$ cat src/rtl/dmem_arbiter.sv
// Round-robin arbiter giving a CPU port and a loader port shared access to one data memory.
// One transaction at a time runs through IDLE -> ISSUE -> WAIT -> DONE, so done follows gnt by MEM_LAT+1 cycles.
module dmem_arbiter #(
  parameter int ADDR_W  = 32,
  parameter int DATA_W  = 32,
  parameter int MEM_LAT = 1
) (
  input  logic              clk,
  input  logic              rst,
  input  logic              c_req,
  input  logic              c_we,
  input  logic [ADDR_W-1:0] c_addr,
  input  logic [DATA_W-1:0] c_wdata,
  output logic              c_gnt,
  output logic              c_done,
  output logic [DATA_W-1:0] c_rdata,
  input  logic              l_req,
  input  logic              l_we,
  input  logic [ADDR_W-1:0] l_addr,
  input  logic [DATA_W-1:0] l_wdata,
  output logic              l_gnt,
  output logic              l_done,
  output logic [DATA_W-1:0] l_rdata,
  output logic              mem_re,
  output logic              mem_we,
  output logic [ADDR_W-1:0] mem_addr,
  output logic [DATA_W-1:0] mem_wdata,
  input  logic [DATA_W-1:0] mem_rdata,
  output logic              busy
);

  typedef enum logic [1:0] {IDLE, ISSUE, WAIT, DONE} state_t;

  localparam logic [3:0] LAT_M1 = 4'(MEM_LAT - 1);

  state_t              state, state_nxt;
  logic [3:0]          cnt, cnt_nxt;
  logic                last_l;
  logic                win_l_q;
  logic                we_q;
  logic [ADDR_W-1:0]   addr_q;
  logic [DATA_W-1:0]   wdata_q;
  logic [DATA_W-1:0]   c_rdata_q, l_rdata_q;
  logic                pick_c, pick_l;

  always_comb begin
    state_nxt = state;
    cnt_nxt   = cnt;
    pick_c    = 1'b0;
    pick_l    = 1'b0;
    case (state)
      IDLE: begin
        if (c_req || l_req) begin
          // On a tie the port that was not granted last time wins.
          pick_l    = l_req && (!c_req || !last_l);
          pick_c    = !pick_l;
          state_nxt = ISSUE;
        end
      end
      ISSUE: begin
        cnt_nxt   = LAT_M1;
        state_nxt = (MEM_LAT > 1) ? WAIT : DONE;
      end
      WAIT: begin
        cnt_nxt = cnt - 4'd1;
        if (cnt <= 4'd1) state_nxt = DONE;
      end
      DONE:    state_nxt = IDLE;
      default: state_nxt = IDLE;
    endcase
  end

  always_ff @(posedge clk) begin
    if (rst) begin
      state     <= IDLE;
      cnt       <= 4'd0;
      last_l    <= 1'b1;
      win_l_q   <= 1'b0;
      we_q      <= 1'b0;
      addr_q    <= '0;
      wdata_q   <= '0;
      c_rdata_q <= '0;
      l_rdata_q <= '0;
    end else begin
      state <= state_nxt;
      cnt   <= cnt_nxt;
      if (pick_c || pick_l) begin
        last_l  <= pick_l;
        win_l_q <= pick_l;
        we_q    <= pick_l ? l_we    : c_we;
        addr_q  <= pick_l ? l_addr  : c_addr;
        wdata_q <= pick_l ? l_wdata : c_wdata;
      end
      if (state == DONE && !we_q) begin
        if (win_l_q) l_rdata_q <= mem_rdata;
        else         c_rdata_q <= mem_rdata;
      end
    end
  end

  // Pulses are gated by rst so nothing escapes during the reset cycle itself.
  assign c_gnt     = pick_c && !rst;
  assign l_gnt     = pick_l && !rst;
  assign c_done    = (state == DONE) && !win_l_q && !rst;
  assign l_done    = (state == DONE) &&  win_l_q && !rst;
  assign mem_re    = (state == ISSUE) && !we_q && !rst;
  assign mem_we    = (state == ISSUE) &&  we_q && !rst;
  assign busy      = (state != IDLE) && !rst;
  assign mem_addr  = addr_q;
  assign mem_wdata = wdata_q;
  assign c_rdata   = c_rdata_q;
  assign l_rdata   = l_rdata_q;

endmodule

$ cat config.mk
export PLATFORM = sky130hd
export DESIGN_NAME = dmem_arbiter
export DESIGN_NICKNAME = d
export VERILOG_FILES = /design/src/rtl/dmem_arbiter.sv
export SDC_FILE = /design/constraint.sdc
export NUM_CORES = 1
export LEC_CHECK = 0
export CORE_AREA = 2 2 117 119
export CTS_BUF_LIST = sky130_fd_sc_hd__clkbuf_16
export DETAILED_ROUTE_END_ITERATION = 12
export DIE_AREA = 0 0 119 121
export GPL_ROUTABILITY_DRIVEN = 1
export PLACE_DENSITY = 0.84
export SLEW_MARGIN = 0
export SYNTH_ARGS = -nofsm -noshare
export SYNTH_HDL_FRONTEND = slang
export SYNTH_SLANG_ARGS = --single-unit
export TNS_END_PERCENT = 100
$ cat constraint.sdc
create_clock -name clk -period 2.3 [get_ports clk]
set_clock_uncertainty 0.15 [all_clocks]
set_input_delay 0.46 -clock clk [delete_from_list [all_inputs] [get_ports clk]]
set_output_delay 0.46 -clock clk [all_outputs]
set_load 0.03 [all_outputs]
---- Word-level counts from Yosys, hierarchy flattened ----
Cells that the tools add are included.
operators by class
  muxes and demuxes ....................... 11
  $lt $le $gt $ge ......................... 1
  eq/ne operators ......................... 5
  bitwise gates (word level) .............. 1
  $add $sub $neg .......................... 1
  reductions and logical operators ........ 28
operators by type and width
  kind                   number
  $mux W32               2
  $logic_and A1 B1 Y1    13
  $pmux W2 S4            1
  $pmux W4 S2            1
  $logic_not A1 Y1       6
  $reduce_and A2 Y1      3
  $mux W1                5
  $eq A2 B2 Y1 const B   2
  $le A4 B1 Y1 const B   1
  $mux W2                2
  $ne A2 B2 Y1 const B   2
  $reduce_bool A2 Y1     2
  $sub A4 B1 Y4 const B  1
  $logic_or A1 B1 Y1     3
  $eq A2 B1 Y1 const B   1
  $logic_not A2 Y1       1
  $not A1 Y1             1
storage, ports and cells
  output and inout port bits .............. 135
  register bits ........................... 137
  word-level logic and storage cells ...... 56
  bits of input ports ..................... 166

---- Longest topological paths before layout ----
Gate-level depths: netlist of the first run.
  depth in word-level cells ............... 7
  gate-level depth with buffers ........... 8
  depth with buffers taken out ............ 6

---- Least setup slack after synthesis of the first run ----
Ideal clock, no wire load.
  kind .................................... in2out
  start ................................... in rst
  end ..................................... out c_done
  required time ........................... 1,690 ps
  stages on the path ...................... 3
  data arrival time ....................... 1,523 ps
  path slack .............................. 167 ps
  path buffers ............................ 2
  path through ............................ buf_4 clkbuf_1 nor3b_1
on the way
  word-level cells in the longest chain between the ends .. 2
ends and longest elaborated chain
  element              line  RTL
  start: declaration   9     input logic rst,
  $logic_not A1 Y1     104   assign c_done = (state == DONE) && !win_l_q && !rst;
  $logic_and A1 B1 Y1  104
  end: declaration     15    output logic c_done,
Every way passes these cells.

---- Worst setup path in the final report of the first run ----
  start ................................... in c_req
  end ..................................... out c_gnt
on the way
  word-level cells in the longest chain between the ends .. 7
  elaborated cells between the ends (all ways) .. 8
  those cells by class .................... mux: 2; reduce/logical: 6
ends and longest elaborated chain
  element                line  RTL
  start: declaration     10    input logic c_req,
  $logic_not A1 Y1       55    pick_l = l_req && (!c_req || !last_l);
  $logic_or A1 B1 Y1     55
  $logic_and A1 B1 Y1    55
  $logic_not A1 Y1       56    pick_c = !pick_l;
  $mux W1 *              53    if (c_req || l_req) begin
  $mux W1 *              51    case (state)
  $logic_and A1 B1 Y1 *  102   assign c_gnt = pick_c && !rst;
  end: declaration       14    output logic c_gnt,
Mark *: on every way between the ends. The rest lies on a longest branch, timed or not.

==> results of run 1 <==
==> synthesized netlist by cell type <==
cell                       instances
sky130_fd_sc_hd__nand3_1           1
sky130_fd_sc_hd__clkbuf_1         16
sky130_fd_sc_hd__a21oi_1          68
sky130_fd_sc_hd__o21ai_0          28
sky130_fd_sc_hd__mux2_2            1
sky130_fd_sc_hd__a22oi_1          67
sky130_fd_sc_hd__buf_6             6
sky130_fd_sc_hd__nand3b_1          1
sky130_fd_sc_hd__nor2_1           12
sky130_fd_sc_hd__ha_1              6
sky130_fd_sc_hd__buf_2            22
sky130_fd_sc_hd__nand2b_1          2
sky130_fd_sc_hd__o21ai_1          40
sky130_fd_sc_hd__buf_4             7
sky130_fd_sc_hd__nor3b_2           1
sky130_fd_sc_hd__inv_1             6
sky130_fd_sc_hd__a21boi_2          1
sky130_fd_sc_hd__nor3b_1           3
sky130_fd_sc_hd__or3b_1            1
sky130_fd_sc_hd__and3b_1           3
sky130_fd_sc_hd__mux2i_1           1
sky130_fd_sc_hd__nand2b_4          1
sky130_fd_sc_hd__nor2b_2           2
sky130_fd_sc_hd__nor3_1            1
sky130_fd_sc_hd__nand2_1         197
sky130_fd_sc_hd__a221o_1           1
sky130_fd_sc_hd__dfxtp_1         137
sky130_fd_sc_hd__nor2b_1           2
sky130_fd_sc_hd__o21a_1            1
==> layer usage <==
metal | vias up | routed length, um | track usage [%] | share of wire [%]
met5 | - | 0 | 0 | 0
met4 | 0 | 518 | 11.2 | 2.9
met3 | 35 | 1310 | 7.28 | 7.4
met1 | 2593 | 6880 | 27.8 | 38
li1 | 2754 | - | - | -
met2 | 244 | 9160 | 42.3 | 51
==> registers in the layout, indices dropped and copies added, names as in the netlist <==
signal	count
mem_wdata	32
win_l_q	1
we_q	1
cnt	4
c_rdata	32
state	2
last_l	1
l_rdata	32
mem_addr	32
==> critical path, stage by stage <==
cell and delay [ns]:
sky130_fd_sc_hd__clkdlybuf4s50_1 0.59, sky130_fd_sc_hd__nor2b_4 0.21, sky130_fd_sc_hd__nor2b_2 0.17, sky130_fd_sc_hd__buf_4 0.17
==> power breakdown <==
part	internal, mW	total [mW]	switching, mW
sequential	2.68	2.84	0.163
combinational	1.06	2.45	1.39
clock	1.90	2.92	1.01
total	5.65	8.21	2.56
==> final cells by class <==
type / instances / area (um2)
flip-flops and latches: 137 / 2740
multi-input cells: 441 / 2270
repair buffers: 327 / 3210
clock buffers: 17 / 425
inverters: 6 / 22.5
fillers: 1022 / 3990
clock inverters: 14 / 205
well taps: 176 / 220
==> stage by stage <==
step           instances  power [mW]  hold slack, ns
6_report            1118        8.21           0.296
5_1_grt             1118        8.56           0.317
4_1_cts             1114        8.23           0.298
3_5_place_dp        1083        5.31           0.291
3_3_place_gp        1083        5.27           0.282
2_1_floorplan        635        4.20           0.313
==> kinds of logic (layout without fill, tap and decap cells) <==
| group | Yosys count | count (layout) | share of synthesized area [%] |
|---|---|---|---|
| simple gates | 227 | 227 | 17.5 |
| compound gates | 206 | 206 | 22.9 |
| flops | 137 | 137 | 51.8 |
| buf+inv | 57 | 364 | 5.91 |
| fa+ha+maj | 6 | 6 | 1.42 |
| mux | 2 | 2 | 0.402 |
==> repair_timing <==
item / 4_1_cts / 5_1_grt
pin swaps: 0 / 0
endpoints found under the hold margin: 0 / 0
resized for setup: 3 / 2
setup endpoints to repair: 3 / 3
buffers inserted: 0 / 4
==> worst min-delay path by stage <==
stage               depth (start not counted)                        from                    endpoint
finish                                      2   mem_addr[19]$_SDFFE_PP0P_   mem_addr[19]$_SDFFE_PP0P_
global route                                2     c_rdata[0]$_SDFFE_PP0P_     c_rdata[0]$_SDFFE_PP0P_
CTS                                         2    mem_addr[5]$_SDFFE_PP0P_    mem_addr[5]$_SDFFE_PP0P_
detailed placement                          2  mem_wdata[25]$_SDFFE_PP0P_  mem_wdata[25]$_SDFFE_PP0P_
global placement                            2  mem_wdata[16]$_SDFFE_PP0P_  mem_wdata[16]$_SDFFE_PP0P_
floorplan                                   2         cnt[3]$_SDFFE_PP0P_         cnt[3]$_SDFFE_PP0P_
==> reports/summary.md, run 1 <==
The die covers 14,400 um2. STA classifies the critical path startpoint as an input port. For the worst flop-to-flop path, the logic depth is 7.

Summed over all layers, the global routing overflow is 0. The number of failing hold endpoints at the final stage was 0. Summing all placed instances gives a cell area of 8430 um2. STA puts the critical path data required time at 1.69 ns.

The count of hold-fix buffers inserted at cts was 0; the data arrival time of the worst path was 1.61 ns. The fraction of the cycle the final worst path needs came out at 96.3%. The reported leakage power was 3.29 nW. Summing every instance area after synthesis gives 5290 um2. For flop-to-flop paths, the worst setup slack is 0.25 ns. Setup repair after global routing left no endpoint under its margin. The most critical setup path has its endpoint at c_gnt. After synthesis, flip-flops and latches occupy 51.8% of the total area.

The clock sink count came out at 137. The run finished with clean final reports. Dividing the detail-routed wire length by the instance count gives 16.0 um. In the post-route analysis, the smallest setup slack over all paths is 0.0848 ns. Entering global routing, the biggest net connects 54 pins. After detailed routing, the total wire length is 17.9 mm. The worst path in the final design needs a cycle of 2.22 ns, including I/O delays and setup. The tree is rooted in a sky130_fd_sc_hd__clkbuf_16. The finished cells cover 9090 um2.

The type of the worst setup path is in -> out. The number of violations reported at the end of detailed-routing iteration 0 was 412; the number of failing setup endpoints in the final timing report was 0. The clock tree buffer depth came out at 2.

The critical-path maximum fanout came out at 5. The critical path starts at c_req. The worst setup path is captured at a primary output.

The run gives 64.4% as the worst slew slack as a fraction of its limit. The final weighted congestion in routability-driven placement is 0.853. For the pin with the worst max-slew slack, the measured transition is 0.533 ns. In the final design database the tool counted 1,102 nets.

The type of the worst min-delay path was reg -> reg. The logs give 0 for the number of nets still failing antenna checks after routing and 0.458 mV for the largest vdd supply drop. The synthesized design devotes to its leading area cell type 51.8% of total area.

The clock transition at the registers of the reported paths came out at 0.05 ns. Summed over all instances, the cell type with the most area after synthesis is sky130_fd_sc_hd__dfxtp_1. In this run the critical register-to-register path is captured at mem_wdata[15]$_SDFFE_PP0P_.

The post-synthesis instance total was 635. Number of violations of the max-capacitance limit: 0. TritonCTS built the clock tree. The worst register-to-register path begins at state[0]$_SDFFE_PP0P_. For the top-level port count, the log shows 301. The run gives 0 as the number of pins with negative max-slew slack in the final report.

The average instance area after synthesis was 8.33 um2; the highest achievable clock rate was 451 MHz. The run gives 5,351 as the number of global-route vias before repair. Initial antenna violation count: 1.

For this run, the total global-route usage over all layers was measured as 24.5%. The via total after detailed routing is 5,626. Leaving out fill and tap cells, the most frequent cell in the layout is sky130_fd_sc_hd__clkdlybuf4s50_1. The tools report the sum of net half-perimeters after detailed placement as 12.9 mm. The first detailed-routing pass ran for 5 iterations.

For the number of buffers created by CTS, the log shows 17. The number of antenna diodes in the final layout is 0. The setup slack at placement was 0.0196 ns. The ratio of total power to cell area came out at 902 nW/um2. The global-route wire length before repair is 27.5 mm, and the final-layout setup total negative slack is 0 ns. Yosys printed 0 warnings. The die is 119 um wide.

After synthesis, the cell types taking the most area are sky130_fd_sc_hd__dfxtp_1 (52%), sky130_fd_sc_hd__nand2_1 (14%), sky130_fd_sc_hd__a22oi_1 (9.5%). The tools report the remaining routing DRC violations as 0. The logs give 40.4% for the starting density of the core and 42 for the standard-cell row count.

The signed area change from the synthesized netlist to the final layout is 71.8%. From bottom edge to top edge, the die measures 121 um. The share of post-route cells with drive strength above 1 was 7.32%; the area of the placeable core was 13,100 um2. The number of flip-flops and latches in the synthesized netlist is 137, and the number of port buffers is 300. When the netlist entered floorplanning its net count stood at 807. At the later pin of the worst-skew pair, clock insertion delay measures 0.41 ns. The H-tree generated during clock tree synthesis spans 4 levels. Synthesis instantiated 29 different standard cells from the library. The share of the core filled with cells is 69.5%.

The library cells used most frequently in the layout, excluding fill and tap cells, are sky130_fd_sc_hd__clkdlybuf4s50_1 (292), sky130_fd_sc_hd__nand2_1 (197), sky130_fd_sc_hd__dfxtp_1 (137). Vias per cell: 5.03.
(Power assumes the default switching activity.)
==> run 2, diff against run 1 <==
--- a/config.mk
+++ b/config.mk
@@ -15,4 +15,3 @@
 export SYNTH_ARGS = -nofsm -noshare
 export SYNTH_HDL_FRONTEND = slang
 export SYNTH_SLANG_ARGS = --single-unit
-export TNS_END_PERCENT = 100
==> results of run 2 <==
Same layout as run 1: the final DEF is identical, and so are final timing and power.
==> run 3, diff against run 2 <==
==> config.mk (replaced) <==
export PLATFORM = sky130hd
export DESIGN_NAME = dmem_arbiter
export DESIGN_NICKNAME = d
export VERILOG_FILES = /design/src/rtl/dmem_arbiter.sv
export SDC_FILE = /design/constraint.sdc
export NUM_CORES = 1
export LEC_CHECK = 0
export CORE_AREA = 2 2 118 120
export CTS_BUF_LIST = sky130_fd_sc_hd__clkbuf_4 sky130_fd_sc_hd__clkbuf_8
export DETAILED_ROUTE_END_ITERATION = 12
export DIE_AREA = 0 0 120 122
export GPL_ROUTABILITY_DRIVEN = 1
export MAX_ROUTING_LAYER = met4
export PLACE_DENSITY = 0.83
export SLEW_MARGIN = 0
export SYNTH_ARGS = -nofsm -noshare
export SYNTH_HDL_FRONTEND = slang
export SYNTH_SLANG_ARGS = --single-unit
==> reports/summary.md, run 3 (same netlist as run 1, synthesis figures left out) <==
Setup repair after global routing left no endpoint under its margin. The register area was 2740 um2 (unchanged). The routed length per instance was 15.3 um (-3.9%). The slowest stage of the critical path belongs to the cell sky130_fd_sc_hd__dfxtp_1. The number of buffers created by CTS came out at 17 (unchanged). The run finished with clean final reports. The starting density of the core was 39.2% (-1.3 points).

The number of violations of the max-capacitance limit came out at 0 (unchanged). The clock transition at the registers of the reported paths was 0.08 ns (+0.03 ns); the H-tree depth reported by CTS was 4 (unchanged). The total die area was 14,600 um2 (+1.7%); the number of failing hold endpoints at the final stage was 0 (unchanged). Setup slack on the worst flop-to-flop path: 0.49 ns (+0.24 ns).

The largest vdd supply drop was 0.427 mV (-6.7%). For the number of global-route vias before repair, the log shows 5,156 (-3.6%). The routed wire length is 17.1 mm (-4.2%), and the highest achievable clock rate is 455 MHz (+0.75%). The ratio of total power to cell area was 827 nW/um2 (-8.4%). The source-to-sink clock delay at the later pin of the worst-skew pair came out at 0.43 ns (+0.02 ns). Hold-critical path endpoint: cnt[3]$_SDFFE_PP0P_. The count of buffers added by post-CTS timing repair for setup is 0 (unchanged), and the share of post-route cells with drive strength above 1 is 7.07% (-0.26 points). The run gives 0 (unchanged) as the remaining routing DRC violations.

The number of pins with negative max-slew slack in the final report was 0 (unchanged). The tools report the capturing element type of the critical path as a primary output. The fraction of the cycle the final worst path needs is 95.6% (-0.71 points), and the area occupied by multi-input gates is 2270 um2 (+0.22%). The die outline width came out at 120 um (+0.84%). The area of the placeable core is 13,500 um2 (+3.2%), and the count of hold-fix buffers inserted at cts is 0 (unchanged). The area growth from synthesis to layout is 67.0%. The longest individual stage delay on the worst path was 0.33 ns (-0.26 ns). The run gives 1.59 ns (-0.02 ns) as the data arrival time of the worst path.

Final-layout setup total negative slack: 0 ns (unchanged). Height of the die: 122 um (+0.83%). The launch instance of the worst register-to-register path is state[0]$_SDFFE_PP0P_. The global-route wire length before repair is 26.0 mm (-5.4%).

The worst slew slack as a fraction of its limit was 70.0% (+5.5 points). The via total after detailed routing was 5,516 (-2.0%). The logs give 23.3% (-1.2 points) for the global routing usage summed across all routing layers and 1.69 ns (about the same) for the data required time at the worst endpoint. The number of cell instances on the worst register-to-register path is 6 (-1), and the share of the core filled with cells is 65.5% (-4.0 points). The slew at the pin closest to its max-slew limit is 0.451 ns (-0.0825 ns). The number of buffer and inverter stages on the critical path came out at 3 (+1).

Standard-cell row count: 43 (+2.4%). The run gives 1,093 (-0.82%) as the final net count. In the layout the commonest cells are sky130_fd_sc_hd__clkdlybuf4s50_1 (292), sky130_fd_sc_hd__nand2_1 (197), sky130_fd_sc_hd__dfxtp_1 (137). The reported leakage power came out at 3.15 nW (-4.2%). The final weighted congestion in routability-driven placement came out at 0.841 (-1.5%).

The tools report the maximum number of pins on one net before global-route repair as 67 (+24%). The buffer cell driving the clock tree root was sky130_fd_sc_hd__clkbuf_8. The run gives 2 (unchanged) as the clock tree buffer depth. STA classifies the critical path startpoint as a flop. Number of failing setup endpoints in the final timing report: 0 (unchanged). The kind of cell with the highest combined delay along the critical path is buffers and inverters. The vias per cell is 4.95 (-1.7%), and the worst hold path stage count is 3 (+1). Leaving out fill and tap cells, the most frequent cell in the layout is sky130_fd_sc_hd__clkdlybuf4s50_1. TritonCTS built the clock tree. The global-route congestion overflow total was 0 (unchanged).

The number of port buffers is 300 (unchanged). Endpoint of the lowest-slack register-to-register path: mem_wdata[22]$_SDFFE_PP0P_. Number of violations reported at the end of detailed-routing iteration 0: 353 (-14%). The worst hold path begins at rst.

The post-route minimum period works out to 2.20 ns (-0.0164 ns). The worst setup path is of the reg -> out kind. The run gives 0 (unchanged) as the number of nets still failing antenna checks after routing.

Walking the worst path, the cells encountered are inv_1, ha_1, buf_4, nand2b_4, nor2b_4, buf_6. Sum of net half-perimeters after detailed placement: 12.7 mm (-1.8%). Type of the worst min-delay path: in -> reg. The most critical setup path has its startpoint at state[0]$_SDFFE_PP0P_. The length of the first detailed-routing pass in iterations is 5 (unchanged), and the count of filler cells inserted in the layout is 1,141 (+12%). The clock sink count was 137 (unchanged); the initial antenna violation count was 1 (unchanged). The top-level port count was 301 (unchanged). The critical-path maximum fanout works out to 6 (+1).
run 3: cell count changes in the layout (fill, tap and decap cells not counted), sizes merged:
cell | previous run | this run
buf | 32 | 24
bufinv | 5 | 3
clkbuf | 17 | 20
clkdlybuf4s15 | 1 | 0
clkinv | 7 | 5
clkinvlp | 2 | 3
diode | 0 | 1
dlygate4sd2 | 2 | 0
inv | 6 | 9
run 3: stage by stage:
step / hold WS [ns] / total power [mW] / instances / setup slack (ns) / cell area (um2)
after floorplan: 0.313 / 4.20 / 635 / 0.167 / 5290
after global placement: 0.283 / 5.27 / 1082 / 0.0460 / 8420
final: 0.287 / 7.31 / 1115 / 0.101 / 8840
after CTS: 0.247 / 7.37 / 1114 / 0.00958 / 8840
after detailed placement: 0.291 / 5.31 / 1082 / 0.0614 / 8420
after global routing: 0.273 / 7.67 / 1115 / 0.00528 / 8840
run 3: worst register-to-register path, cell delays in order (launching register included):
cell and delay [ns]:
sky130_fd_sc_hd__dfxtp_1 0.36, sky130_fd_sc_hd__inv_1 0.09, sky130_fd_sc_hd__ha_1 0.22, sky130_fd_sc_hd__buf_4 0.17, sky130_fd_sc_hd__nand2b_4 0.09, sky130_fd_sc_hd__buf_4 0.40, sky130_fd_sc_hd__o21ai_0 0.19
run 3: repair_timing:
item	CTS	global route
gates cloned	0	0
endpoints found under the setup margin	3	3
pin swaps	0	0
resized for setup	4	5
run 3: area by class of cell:
type | count | share of cell area, %
timing repair buffer | 318 | 35.8
sequential | 137 | 31.0
multi-input combinational | 441 | 25.7
clock buffer | 18 | 2.73
tap | 180 | 2.55
clock inverter | 14 | 1.94
inverter | 6 | 0.255
antenna | 1 | 0.0283
run 3: how the worst max path moves through the flow:
stage	to	slack, ns	cells past startpoint
finish	c_gnt	0.10	6
global route	c_gnt	0.005	6
CTS	c_gnt	0.01	6
detailed placement	c_gnt	0.06	5
global placement	c_gnt	0.05	5
floorplan	c_done	0.17	3
run 3: power by group:
group	switching [mW]	internal, mW
sequential	0.174	2.68
combinational	1.37	1.04
clock	0.960	1.09
total	2.50	4.81
run 3: layer usage:
layer / vias to the layer above / global-route usage [%] / wire length (um)
li1: 2737 / - / -
met1: 2523 / 27.2 / 6970
met2: 222 / 37.8 / 8500
met3: 34 / 6.51 / 1240
met4: 0 / 9.41 / 393
met5: - / - / 0
